===== src/rtl/activity_stim_gen.sv =====
// Johnson-counter flit and operand stimulus generator for datapath energy sweeps.
// Define ACT_CNT_EN to add the toggle_cnt operand-activity counter.
module activity_stim_gen #(
    parameter int N      = 25,
    parameter int LEN_W  = 8,
    parameter int GAP_W  = 8,
    parameter int PKT_W  = 8,
    parameter int STEP_W = 8
) (
    input  logic              clk,
    input  logic              rst_n,
    input  logic              start,
    input  logic [LEN_W-1:0]  cfg_payload,
    input  logic [GAP_W-1:0]  cfg_gap,
    input  logic [PKT_W-1:0]  cfg_npkt,
    input  logic [STEP_W-1:0] cfg_step,
    output logic              out_valid,
    input  logic              out_ready,
    output logic [N-1:0]      op_a,
    output logic [N-1:0]      op_b,
    output logic              last,
    output logic [PKT_W-1:0]  pkt_idx,
    output logic              busy,
    output logic              done
`ifdef ACT_CNT_EN
    ,
    output logic [31:0]       toggle_cnt
`endif
);

    localparam int W   = 2 * N;
    localparam int P_W = $clog2(4 * N);

    localparam logic [P_W-1:0] HALF = P_W'(W);
    localparam logic [P_W:0]   FULL = (P_W + 1)'(4 * N);
    localparam logic [W-1:0]   ONES = '1;

    localparam logic [1:0] S_IDLE = 2'd0;
    localparam logic [1:0] S_SEND = 2'd1;
    localparam logic [1:0] S_GAP  = 2'd2;
    localparam logic [1:0] S_DONE = 2'd3;

    logic [1:0]       state_q, state_d;
    logic [LEN_W-1:0] payload_q, payload_d;
    logic [GAP_W-1:0] gap_q, gap_d;
    logic [PKT_W-1:0] npkt_q, npkt_d;
    logic [P_W-1:0]   step_q, step_d;
    logic [P_W-1:0]   pos_q, pos_d;
    logic [LEN_W-1:0] rem_q, rem_d;
    logic [GAP_W-1:0] gcnt_q, gcnt_d;
    logic [PKT_W-1:0] pkt_q, pkt_d;
    logic [W-1:0]     word_q, word_d;

    logic [P_W-1:0]   step_red;
    logic [P_W:0]     pos_sum;
    logic [P_W-1:0]   pos_nxt;
    logic             more;

    // Top p ones up to half the ring, then ones drain out from the top.
    function automatic logic [W-1:0] word_of(input logic [P_W-1:0] p);
        if (p <= HALF) begin
            return ~(ONES >> p);
        end
        return ONES >> (p - HALF);
    endfunction

    assign step_red = P_W'(32'(cfg_step) % 32'(4 * N));

    always_comb begin
        pos_sum = {1'b0, pos_q} + {1'b0, step_q};
        if (pos_sum >= FULL) begin
            pos_nxt = P_W'(pos_sum - FULL);
        end else begin
            pos_nxt = pos_sum[P_W-1:0];
        end
    end

    assign more = ((PKT_W + 1)'(pkt_q) + (PKT_W + 1)'(1))
                < (PKT_W + 1)'(npkt_q);

    always_comb begin
        state_d   = state_q;
        payload_d = payload_q;
        gap_d     = gap_q;
        npkt_d    = npkt_q;
        step_d    = step_q;
        pos_d     = pos_q;
        rem_d     = rem_q;
        gcnt_d    = gcnt_q;
        pkt_d     = pkt_q;
        word_d    = word_q;
        unique case (state_q)
            S_IDLE: begin
                if (start) begin
                    payload_d = cfg_payload;
                    gap_d     = cfg_gap;
                    npkt_d    = cfg_npkt;
                    step_d    = step_red;
                    pkt_d     = '0;
                    if (cfg_payload != '0 && cfg_npkt != '0) begin
                        state_d = S_SEND;
                        pos_d   = step_red;
                        rem_d   = cfg_payload;
                        word_d  = word_of(step_red);
                    end else begin
                        state_d = S_DONE;
                    end
                end
            end
            S_SEND: begin
                if (out_ready) begin
                    if (rem_q != LEN_W'(1)) begin
                        rem_d  = rem_q - LEN_W'(1);
                        pos_d  = pos_nxt;
                        word_d = word_of(pos_nxt);
                    end else if (gap_q != '0) begin
                        state_d = S_GAP;
                        gcnt_d  = gap_q;
                    end else if (more) begin
                        pkt_d  = pkt_q + PKT_W'(1);
                        pos_d  = step_q;
                        rem_d  = payload_q;
                        word_d = word_of(step_q);
                    end else begin
                        state_d = S_DONE;
                    end
                end
            end
            S_GAP: begin
                if (gcnt_q != GAP_W'(1)) begin
                    gcnt_d = gcnt_q - GAP_W'(1);
                end else if (more) begin
                    state_d = S_SEND;
                    pkt_d   = pkt_q + PKT_W'(1);
                    pos_d   = step_q;
                    rem_d   = payload_q;
                    word_d  = word_of(step_q);
                end else begin
                    state_d = S_DONE;
                end
            end
            default: begin
                state_d = S_IDLE;
            end
        endcase
    end

    always_ff @(posedge clk) begin
        if (!rst_n) begin
            state_q   <= S_IDLE;
            payload_q <= '0;
            gap_q     <= '0;
            npkt_q    <= '0;
            step_q    <= '0;
            pos_q     <= '0;
            rem_q     <= '0;
            gcnt_q    <= '0;
            pkt_q     <= '0;
            word_q    <= '0;
        end else begin
            state_q   <= state_d;
            payload_q <= payload_d;
            gap_q     <= gap_d;
            npkt_q    <= npkt_d;
            step_q    <= step_d;
            pos_q     <= pos_d;
            rem_q     <= rem_d;
            gcnt_q    <= gcnt_d;
            pkt_q     <= pkt_d;
            word_q    <= word_d;
        end
    end

    assign out_valid = (state_q == S_SEND);
    assign last      = out_valid && (rem_q == LEN_W'(1));
    assign busy      = (state_q == S_SEND) || (state_q == S_GAP);
    assign done      = (state_q == S_DONE);
    assign pkt_idx   = pkt_q;
    assign op_a      = word_q[N-1:0];
    assign op_b      = word_q[W-1:N];

`ifdef ACT_CNT_EN
    logic [W-1:0] wprev_q, wprev_d;
    logic [31:0]  tcnt_q, tcnt_d;
    logic [32:0]  tsum;
    logic         fire;

    function automatic logic [31:0] popcnt(input logic [W-1:0] v);
        logic [31:0] c;
        c = '0;
        for (int i = 0; i < W; i++) begin
            c = c + 32'(v[i]);
        end
        return c;
    endfunction

    assign fire = out_valid && out_ready;

    // Previous accepted word survives across runs; only reset clears it.
    always_comb begin
        wprev_d = wprev_q;
        tcnt_d  = tcnt_q;
        tsum    = {1'b0, tcnt_q} + {1'b0, popcnt(word_q ^ wprev_q)};
        if (state_q == S_IDLE && start) begin
            tcnt_d = '0;
        end else if (fire) begin
            wprev_d = word_q;
            tcnt_d  = tsum[32] ? 32'hFFFF_FFFF : tsum[31:0];
        end
    end

    always_ff @(posedge clk) begin
        if (!rst_n) begin
            wprev_q <= '0;
            tcnt_q  <= '0;
        end else begin
            wprev_q <= wprev_d;
            tcnt_q  <= tcnt_d;
        end
    end

    assign toggle_cnt = tcnt_q;
`endif

endmodule


===== config.mk =====
export PLATFORM = sky130hd
export DESIGN_NAME = activity_stim_gen
export DESIGN_NICKNAME = d
export VERILOG_FILES = /design/src/rtl/activity_stim_gen.sv
export SDC_FILE = /design/constraint.sdc
export NUM_CORES = 1
export LEC_CHECK = 0
export ABC_AREA = 1
export CAP_MARGIN = 0
export CORE_MARGIN = 5
export CORE_UTILIZATION = 50
export DETAILED_ROUTE_END_ITERATION = 8
export GPL_TIMING_DRIVEN = 0
export PLACE_DENSITY = 0.7
export SETUP_SLACK_MARGIN = 0.15
export SLEW_MARGIN = 40
export SYNTH_ARGS = -nofsm -noshare
export SYNTH_HDL_FRONTEND = slang
export SYNTH_SLANG_ARGS = --single-unit

===== constraint.sdc =====
create_clock -name clk -period 5.4 [get_ports clk]
set_input_delay 0.54 -clock clk [delete_from_list [all_inputs] [get_ports clk]]
set_output_delay 0.54 -clock clk [all_outputs]
set_load 0.01 [all_outputs]

==> results by group <==
Detailed routing
  • Vias: 13400
  • DR WL/cell: 21.7 um
  • Vias per cell: 6.15
  • Starting DRT DRC Count: 1414
  • Residual DRC count: 0
  • DRT Pass-1 Iters: 8
  • Final ANT Viol Nets: 0
  • Wirelength, routed: 47.3 mm

Status
  • Status: finished clean

Yosys
  • Sequential-to-total area share from yosys stat: 21.6%
  • Mux share of post-synthesis cell area: 0%
  • Synthesized area per cell: 5.95 um2
  • Net Count, Synth: 1861
  • Post-Syn Area: 10600 um2
  • Seq cells post-synth: 114
  • Complex-gate fraction of the synthesized area: 28.1%
  • Synth Area in Adders: 5.51%
  • Synth Warn #: 0
  • Simple-Gate Fraction of Synth Area: 32.6%
  • Xor and xnor fraction of the mapped netlist area: 1.24%
  • Synthesized instance count: 1779
  • Largest family of logic cells by synthesized area: simple AND/OR/NAND/NOR gates
  • Netlist cell types: 54

Finish
  • Final Cell Area: 12500 um2
  • Layout area overhead: 18.1%
  • FF/Latch Area: 2280 um2
  • Util after Layout: 59.6%
  • Diode count: 0
  • Multi-input gate area: 7140 um2
  • Fin nets: 1976
  • Layout cell share with drive strength beyond 1: 6.19%
  • Fillers: 2150

Clock tree
  • CTS tree: yes
  • Clk root buf: clkbuf_16
  • Post-cts resize count: 0
  • Hold_buf cts: 0
  • Setup bufs post-CTS: 0
  • Clock sink total: 114
  • Total CTS buffers: 17
  • Clk Latency, worst-skew pair: 440 ps
  • Clk slew on worst S/H paths: 60 ps
  • H-tree Lvls: 4
  • Clock buffer depth: 2

GRT
  • Largest net degree at the start of global routing: 17
  • Vias in the first global route: 12600
  • GRT overflow: 0
  • Total GRT Usage: 38.3%
  • Initial antenna violation count: 0
  • First-pass GRT wire length: 72.1 mm

STA
  • Relative slew slack: 44.0%
  • Least-Margin Pin Slew: 839 ps
  • Fin worst setup slack: 608 ps
  • Final Skew: 13.5 ps
  • Post-route setup TNS: 0 ps
  • Final worst-path cycle share: 88.7%
  • # setup viols final: 0
  • Max-slew violation count: 0
  • RSZ-0062 raised after global routing: no
  • Final-report hold violation count: 0
  • Fmax: 209 MHz
  • Fin crit period: 4790 ps

Floorplan
  • Core Box Area: 21000 um2
  • IO Pins: 98
  • Row cnt: 53
  • Die height: 155 um
  • Initial core utilization: 50.5%
  • Die area: 24200 um2
  • Die width: 155 um

Worst setup path
  • Worst Setup EP: word_q[1]
  • Worst R2R Start: step_q[0]
  • CP startpoint: step_q[0]
  • CP Max Fanout: 11
  • Startpoint Class: register
  • Critical Path End Type: register
  • WP data required: 5760 ps
  • Worst Path Arrival: 5150 ps
  • Kind of critical path: reg2reg
  • Worst R2R Setup Slack: 610 ps
  • Worst R2R Path Depth: 22
  • R2R Path End: word_q[1]

Worst hold path
  • Hold path depth: 2
  • Min-delay worst type: reg2reg

Flow run
  • Max Cap Viol: 0

Placed design
  • Area of placed instances: 11900 um2
  • Routability cong.: 1.10
  • Post-DP HPWL: 36.7 mm
  • Pre-CTS setup slack: 769 ps
  • Port Buffers: 96
==> routing by layer <==
layer / track usage [%] / vias up / part of all wire, %
met3: 9.12 / 217 / 12
met2: 56.7 / 937 / 42
met1: 49.8 / 6034 / 39
met5: 0 / - / 0
li1: - / 6224 / -
met4: 24.9 / 0 / 7.8
==> per-stage QoR <==
stage,cells,hold WS [ps]
floorplan,1779,435
CTS,2182,469
detailed placement,2150,460
finish,2182,466
global placement,2150,454
global route,2182,493
==> cells by family after synthesis <==
family	after synthesis
simple gates	788
compound gates	527
buf+inv	289
flops	114
fa+ha+maj	46
xor+xnor	15
==> state kept, by name, summed over array words and instances, names as in the netlist <==
register / flops
pkt_idx: 8
word_q: 50
npkt_q: 8
payload_q: 8
step_q: 7
rem_q: 8
gap_q: 8
gcnt_q: 8
state_q: 2
pos_q: 7
==> how the worst min path moves through the flow <==
stage	slack (ps)	startpoint	endpoint
floorplan	440	npkt_q[1]	npkt_q[1]
global placement	450	word_q[43]	word_q[43]
detailed placement	460	npkt_q[3]	npkt_q[3]
CTS	470	npkt_q[3]	npkt_q[3]
global route	490	word_q[31]	word_q[31]
finish	470	word_q[31]	word_q[31]
==> cells in the mapped netlist (all sizes together) <==
library cell,count,share of area [%]
nor2,186,7.2
nor3b,3,0.21
nor3,12,0.67
xnor2,1,0.083
nor4,5,0.30
o211a,1,0.095
a21o,1,0.071
a41oi,2,0.17
o22ai,3,0.18
nand3,111,5.7
a31oi,24,1.4
buf,28,1.7
inv,193,6.8
o221ai,11,0.91
a311oi,2,0.17
o21a,2,0.14
a221oi,6,0.50
nand4,18,1.1
o31ai,5,0.35
clkinv,4,0.14
o21ai,244,12
clkbuf,64,2.3
a221o,1,0.095
nand2,451,17
a21oi,172,8.6
a22oi,7,0.50
o21bai,2,0.14
a211oi,12,0.85
nand3b,2,0.14
o41ai,1,0.083
fa,1,0.19
ha,45,5.3
dfxtp,114,22
o2111ai,5,0.41
xor2,14,1.2
o211ai,26,1.8
==> critical path: stages, from the launching register on <==
cell and delay, ps:
dfxtp_1 410, ha_1 300, fa_1 430, xor2_1 290, inv_1 130, ha_1 240, nand4_1 150, nand3_4 130
nand2_4 100, nand2_1 60, nand2_2 190, ha_1 250, inv_1 70, ha_1 280, clkbuf_1 350, clkinv_1 360
nor2_1 230, nor2_1 80, nor2_1 80, o21ai_0 170, nand2_1 180, nand2_1 110, a21oi_1 120
==> area by class of cell <==
cell class / instances / area share, %
clock buffer: 18 / 3.52
inverter: 197 / 5.92
buffer: 92 / 3.39
timing repair buffer: 96 / 7.69
tap: 275 / 2.75
clock inverter: 14 / 1.34
multi-input combinational: 1376 / 57.1
sequential: 114 / 18.3
==> cell usage in the layout (no fill, tap or decap), drive strengths merged, types with 3 or more instances in the layout <==
master / n
nand2: 451
o21ai: 244
inv: 201
nor2: 186
a21oi: 172
dfxtp: 114
nand3: 111
clkdlybuf4s50: 96
clkbuf: 82
ha: 45
buf: 28
o211ai: 26
a31oi: 24
nand4: 18
xor2: 14
a211oi: 12
nor3: 12
o221ai: 11
a22oi: 7
a221oi: 6
clkinv: 6
nor4: 5
o2111ai: 5
o31ai: 5
o22ai: 3
nor3b: 3
Power is left out: the tool's default activity adds up to more than one toggle a clock period on the data nets, which glitch-free logic cannot reach.
